[src/rtl/apb_pkg.sv]
// apb_pkg: shared definitions for the APB4 requester.
// State encoding and PPROT bit positions.
package apb_pkg;

   localparam logic [1:0] ST_IDLE   = 2'd0;
   localparam logic [1:0] ST_SETUP  = 2'd1;
   localparam logic [1:0] ST_ACCESS = 2'd2;

   typedef enum logic [1:0] {
      IDLE   = ST_IDLE,
      SETUP  = ST_SETUP,
      ACCESS = ST_ACCESS
   } apb_state_e;

   localparam int PPROT_PRIV  = 0;
   localparam int PPROT_NSEC  = 1;
   localparam int PPROT_INSTR = 2;

endpackage

[src/rtl/apb_wait_timer.sv]
// apb_wait_timer: saturating wait-state counter with clear/enable.
// Ports: pclk, preset, clr, en in; expired out when count == TIMEOUT.
module apb_wait_timer #(
   parameter int TIMEOUT = 15
) (
   input  logic pclk,
   input  logic preset,
   input  logic clr,
   input  logic en,
   output logic expired
);

   localparam int CW = (TIMEOUT < 1) ? 1 : $clog2(TIMEOUT + 1);
   localparam logic [CW-1:0] LIMIT = CW'(TIMEOUT);

   logic [CW-1:0] cnt;

   always_ff @(posedge pclk or posedge preset) begin
      if (preset) begin
         cnt <= '0;
      end else if (clr) begin
         cnt <= '0;
      end else if (en && (cnt != '1)) begin
         cnt <= cnt + CW'(1);
      end
   end

   // A zero TIMEOUT disables the abort entirely.
   assign expired = (TIMEOUT > 0) && (cnt == LIMIT);

endmodule

[src/rtl/apb4_master_ctrl.sv]
// apb4_master_ctrl: valid/ready command stream to APB4 requester.
// Ports: cmd_* in, rsp_* out, APB p* bus, state debug out.
module apb4_master_ctrl
   import apb_pkg::*;
#(
   parameter int ADDR_W  = 16,
   parameter int DATA_W  = 32,
   parameter int TIMEOUT = 15
) (
   input  logic                pclk,
   input  logic                preset,
   input  logic                cmd_valid,
   output logic                cmd_ready,
   input  logic                cmd_write,
   input  logic [ADDR_W-1:0]   cmd_addr,
   input  logic [DATA_W-1:0]   cmd_wdata,
   input  logic [DATA_W/8-1:0] cmd_strb,
   input  logic [2:0]          cmd_prot,
   output logic                rsp_valid,
   output logic [DATA_W-1:0]   rsp_rdata,
   output logic                rsp_err,
   output logic                rsp_timeout,
   output logic                psel,
   output logic                penable,
   output logic                pwrite,
   output logic [ADDR_W-1:0]   paddr,
   output logic [DATA_W-1:0]   pwdata,
   output logic [DATA_W/8-1:0] pstrb,
   output logic [2:0]          pprot,
   input  logic                pready,
   input  logic [DATA_W-1:0]   prdata,
   input  logic                pslverr,
   output logic [1:0]          state
);

   apb_state_e st;
   logic       tmr_exp;
   logic       tmo_fire;
   logic       done;
   logic       accept;

   apb_wait_timer #(
      .TIMEOUT (TIMEOUT)
   ) u_timer (
      .pclk    (pclk),
      .preset  (preset),
      .clr     (st == SETUP),
      .en      ((st == ACCESS) && !pready),
      .expired (tmr_exp)
   );

   // pready wins over a timeout landing in the same cycle.
   assign tmo_fire  = (st == ACCESS) && !pready && tmr_exp;
   assign done      = (st == ACCESS) && (pready || tmo_fire);
   assign cmd_ready = (st == IDLE) || done;
   assign accept    = cmd_valid && cmd_ready;
   assign state     = st;

   always_ff @(posedge pclk or posedge preset) begin
      if (preset) begin
         st          <= IDLE;
         psel        <= 1'b0;
         penable     <= 1'b0;
         pwrite      <= 1'b0;
         paddr       <= '0;
         pwdata      <= '0;
         pstrb       <= '0;
         pprot       <= '0;
         rsp_valid   <= 1'b0;
         rsp_rdata   <= '0;
         rsp_err     <= 1'b0;
         rsp_timeout <= 1'b0;
      end else begin
         rsp_valid   <= 1'b0;
         rsp_rdata   <= '0;
         rsp_err     <= 1'b0;
         rsp_timeout <= 1'b0;

         case (st)
            IDLE: ;
            SETUP: begin
               penable <= 1'b1;
               st      <= ACCESS;
            end
            ACCESS: begin
               if (done) begin
                  rsp_valid   <= 1'b1;
                  rsp_err     <= pready ? pslverr : 1'b1;
                  rsp_timeout <= !pready;
                  if (pready && !pwrite) begin
                     rsp_rdata <= prdata;
                  end
                  psel    <= 1'b0;
                  penable <= 1'b0;
                  st      <= IDLE;
               end
            end
            default: begin
               psel    <= 1'b0;
               penable <= 1'b0;
               st      <= IDLE;
            end
         endcase

         // A new command overrides the IDLE return of a finishing
         // transfer, giving back-to-back SETUP with psel held high.
         if (accept) begin
            paddr   <= cmd_addr;
            pwrite  <= cmd_write;
            pprot   <= cmd_prot;
            psel    <= 1'b1;
            penable <= 1'b0;
            st      <= SETUP;
            if (cmd_write) begin
               pwdata <= cmd_wdata;
               pstrb  <= cmd_strb;
            end else begin
               pstrb  <= '0;
            end
         end
      end
   end

endmodule

[config.mk]
export PLATFORM = sky130hd
export DESIGN_NAME = apb4_master_ctrl
export DESIGN_NICKNAME = d
export VERILOG_FILES = /design/src/rtl/apb_pkg.sv /design/src/rtl/apb_wait_timer.sv /design/src/rtl/apb4_master_ctrl.sv
export SDC_FILE = /design/constraint.sdc
export NUM_CORES = 1
export LEC_CHECK = 0
export CORE_MARGIN = 2
export CORE_UTILIZATION = 40
export DETAILED_ROUTE_END_ITERATION = 10
export MAX_ROUTING_LAYER = met4
export PLACE_DENSITY_LB_ADDON = 0.15
export RECOVER_POWER = 100
export SETUP_SLACK_MARGIN = 0.5
export SYNTH_ARGS = -nofsm -noshare
export SYNTH_HDL_FRONTEND = slang
export SYNTH_SLANG_ARGS = --single-unit
export TNS_END_PERCENT = 100
[constraint.sdc]
create_clock -name pclk -period 4 [get_ports pclk]
set_input_delay 0.4 -clock pclk [delete_from_list [all_inputs] [get_ports pclk]]
set_output_delay 0.4 -clock pclk [all_outputs]
set_load 0.005 [all_outputs]
==> run_results.csv <==
group,metric,value,unit
status,outcome,"finished with violations",
status,violations,"max-capacitance violations, max-slew violations",
layout,synthToLayoutAreaGrowth,57.3,%
floorplan,die_width,99.9,µm
critical_path,crit_required,4230,ps
clock_network,worst_setup_hold_path_clk_slew,100,ps
hold_path,worstHoldPathType,"flip-flop to flip-flop",
routing,routed-via-count,2626,
critical_path,worst_r2r_startpoint,"u_timer.cnt[0]",
critical_path,length_in_cells_of_the_worst_reg_to_reg_path,4,
sta,final_hold_viol_count,0,
yosys,synth.ff_latch_count,98,
yosys,synth_flop_cell,"dfrtp_1",
yosys,netlist_top_cells_area,"dfrtp_1, mux2_2, and2_1",
clock_network,cts_num_sinks,98,
sta,setup_viol_count_final,0,
yosys,synth_largest_type_area_fraction,0.666,
yosys,ys.warnings.count,0,
clock_network,cts_made_buffers,9,
hold_path,min_path_cells,1,
layout,nNetsFinal,533,
sta,worstMarginPinSlew,1710,ps
yosys,synth_top_area_cell,"dfrtp_1",
hold_path,worstHoldStart,"pwdata[28]",
clock_network,cts-htree-levels,3,
sta,worst_slew_slack_as_a_fraction_of_its_limit,-0.148,
place,dp.cells,539,
hold_path,hold-path-endpoint,"pwdata[28]",
critical_path,critPathSlowestCell,"a21oi_2",
place,post-dp-hpwl,6.19,mm
floorplan,floorplan.initialDensity,0.406,
floorplan,die_h,99.9,µm
layout,finish.instance_area,0.00579,mm²
clock_network,tritoncts,"yes",
routing,drt-initial-drc-count,80,
layout,post_route_cells_drive_above_1_share,0.160,
floorplan,design.core.area,0.00906,mm²
layout,layout_common_cells,"dlygate4sd3_1, dfrtp_1, clkdlybuf4s50_1",
place,postPlaceCellArea,0.00565,mm²
critical_path,critical_r2r_capture,"paddr[15]",
clock_network,postCtsResizedCells,0,
yosys,synth_edf_count,0,
sta,setup_repair_after_global_routing_missed_its_margin,"false",
clock_network,clock_latency,350,ps
power_and_ir_drop,cellPowerDensity,435,mW/mm²
critical_path,buf_inv_on_cp,0,
sta,slew_violations,39,
layout,num_antenna_cells,0,
yosys,postSynthCellCount,248,
layout,layout.cells.non_filler,555,
global_route,grt-ovfl-total,0,
floorplan,ioPinCount,189,
yosys,synth_nets,342,
place,gp_congestion,0.878,
sta,final.setup_skew,12.0,ps
yosys,synth.cell_area,0.00368,mm²
routing,antenna_left,0,
floorplan,die_area,0.00999,mm²
global_route,grt_max_degree,39,
clock_network,clock_path_buffers,2,
sta,fmax,0.358,GHz
critical_path,ordered_list_of_cells_on_the_worst_path,"ha_1 > nand3_1 > a21oi_2 > mux2_2",
global_route,grt_pass1_wl,13.0,mm
routing,drt_drc_violations_left,0,
run,max_cap_violations,1,
sta,setup_tns,0,ps
floorplan,number_of_rows_in_the_core_area,35,
routing,drtPass1Iterations,4,
critical_path,reg2reg_setup_slack,1200,ps
critical_path,max_stage_delay,1210,ps
routing,wirelength,8.35,mm
layout,regArea,0.00245,mm²
yosys,ys_types,32,
clock_network,cts-root-buf,"clkbuf_8",
sta,period_minus_slack,2800,ps
critical_path,setup.worst_path.end_class,"flip-flop",
critical_path,crit_type,"flip-flop to flip-flop",
layout,fill_cells,720,
layout,multiInputGateArea,0.00109,mm²
routing,post_drt_wl_per_cell,15.0,µm
power_and_ir_drop,vdd_drop_max,0.210,mV
yosys,avgSynthCellArea,14.8,µm²
critical_path,cp.arrival,3030,ps
critical_path,critPathTopFamily,"compound AO/OA/AOI/OAI gates",
sta,layout_worst_path_cycle_share,0.699,
global_route,grt_antenna_before_repair,0,
routing,vias_per_cell,4.73,
yosys,synth_async_sr_flop_share,1.00,
clock_network,cts_post_setup_buffers_inserted,0,
place,port_buffers,188,
power_and_ir_drop,leakage,2.58,nW
global_route,grt_pass1_vias,2622,
clock_network,cts_hold_buf,0,
yosys,seq_area_frac_synth,0.666,
global_route,grt_util_all_layers,0.174,
critical_path,cp-start-kind,"flip-flop",
critical_path,worst-path-max-fanout,25,
==> Yosys cell counts (2+ instances only) <==
cell / instances
buf_2: 2
mux2_2: 51
o21ai_0: 4
and2_1: 32
nand2b_1: 2
nand2_1: 9
a22o_1: 2
clkbuf_1: 3
nor3_1: 3
a31oi_1: 2
buf_4: 2
buf_6: 5
inv_1: 9
dfrtp_1: 98
mux2i_1: 5
a21oi_1: 3
==> worst max-delay path by stage <==
stage,from,to,depth (start not counted)
CTS,u_timer.cnt[0],cmd_ready,4
finish,u_timer.cnt[0],paddr[15],4
detailed placement,pready,paddr[15],4
floorplan,preset,paddr[0],1
global placement,pready,paddr[12],4
global route,u_timer.cnt[0],paddr[15],4
==> sequential cells by signal (all words and copies together), names as in the netlist, 3 cells and up <==
| register | count |
|---|---|
| pstrb | 4 |
| pwdata | 32 |
| rsp_rdata | 32 |
| paddr | 16 |
| u_timer.cnt | 4 |
| pprot | 3 |
==> metal layers <==
metal,vias to the layer above,global-route usage,routed length (µm)
li1,1214,-,-
met1,1271,0.227,3630
met2,132,0.257,3820
met3,9,0.0564,805
met4,0,0.0601,90
met5,-,-,0
==> report_power, final <==
part	internal, W	total, W	switching, W
sequential	0.00117	0.00127	0.0000941
clock	0.000230	0.000567	0.000337
combinational	0.000460	0.000684	0.000224
total	0.00186	0.00252	0.000655
==> through the flow <==
step	util	total power [W]	setup slack, ps	hold slack (ps)
after global routing	0.639	0.00267	998	528
after detailed placement	0.624	0.00207	1430	479
after CTS	0.643	0.00264	1480	428
after global placement	0.624	0.00205	1480	471
final	0.639	0.00252	1200	493
after floorplan	-	0.00156	1040	483
==> area by class of cell <==
cell class                 count  area share
sequential                    98       0.424
tap                          111      0.0240
multi-input combinational    129       0.188
timing repair buffer         192       0.329
clock inverter                 5     0.00691
inverter                       9     0.00605
clock buffer                  11      0.0227
==> kinds of logic (layout without fill, tap and decap cells) <==
kind of cell               Yosys count  in the layout  synth area share
and+or+nand+nor                     54             54            0.0891
adders and majority gates            1              1           0.00340
DFF                                 98             98             0.666
AOI/OAI and AO/OA                   17             17            0.0343
buffers and inverters               21            217            0.0343
muxes                               57             57             0.173
Power figures use the tool's default switching activity.
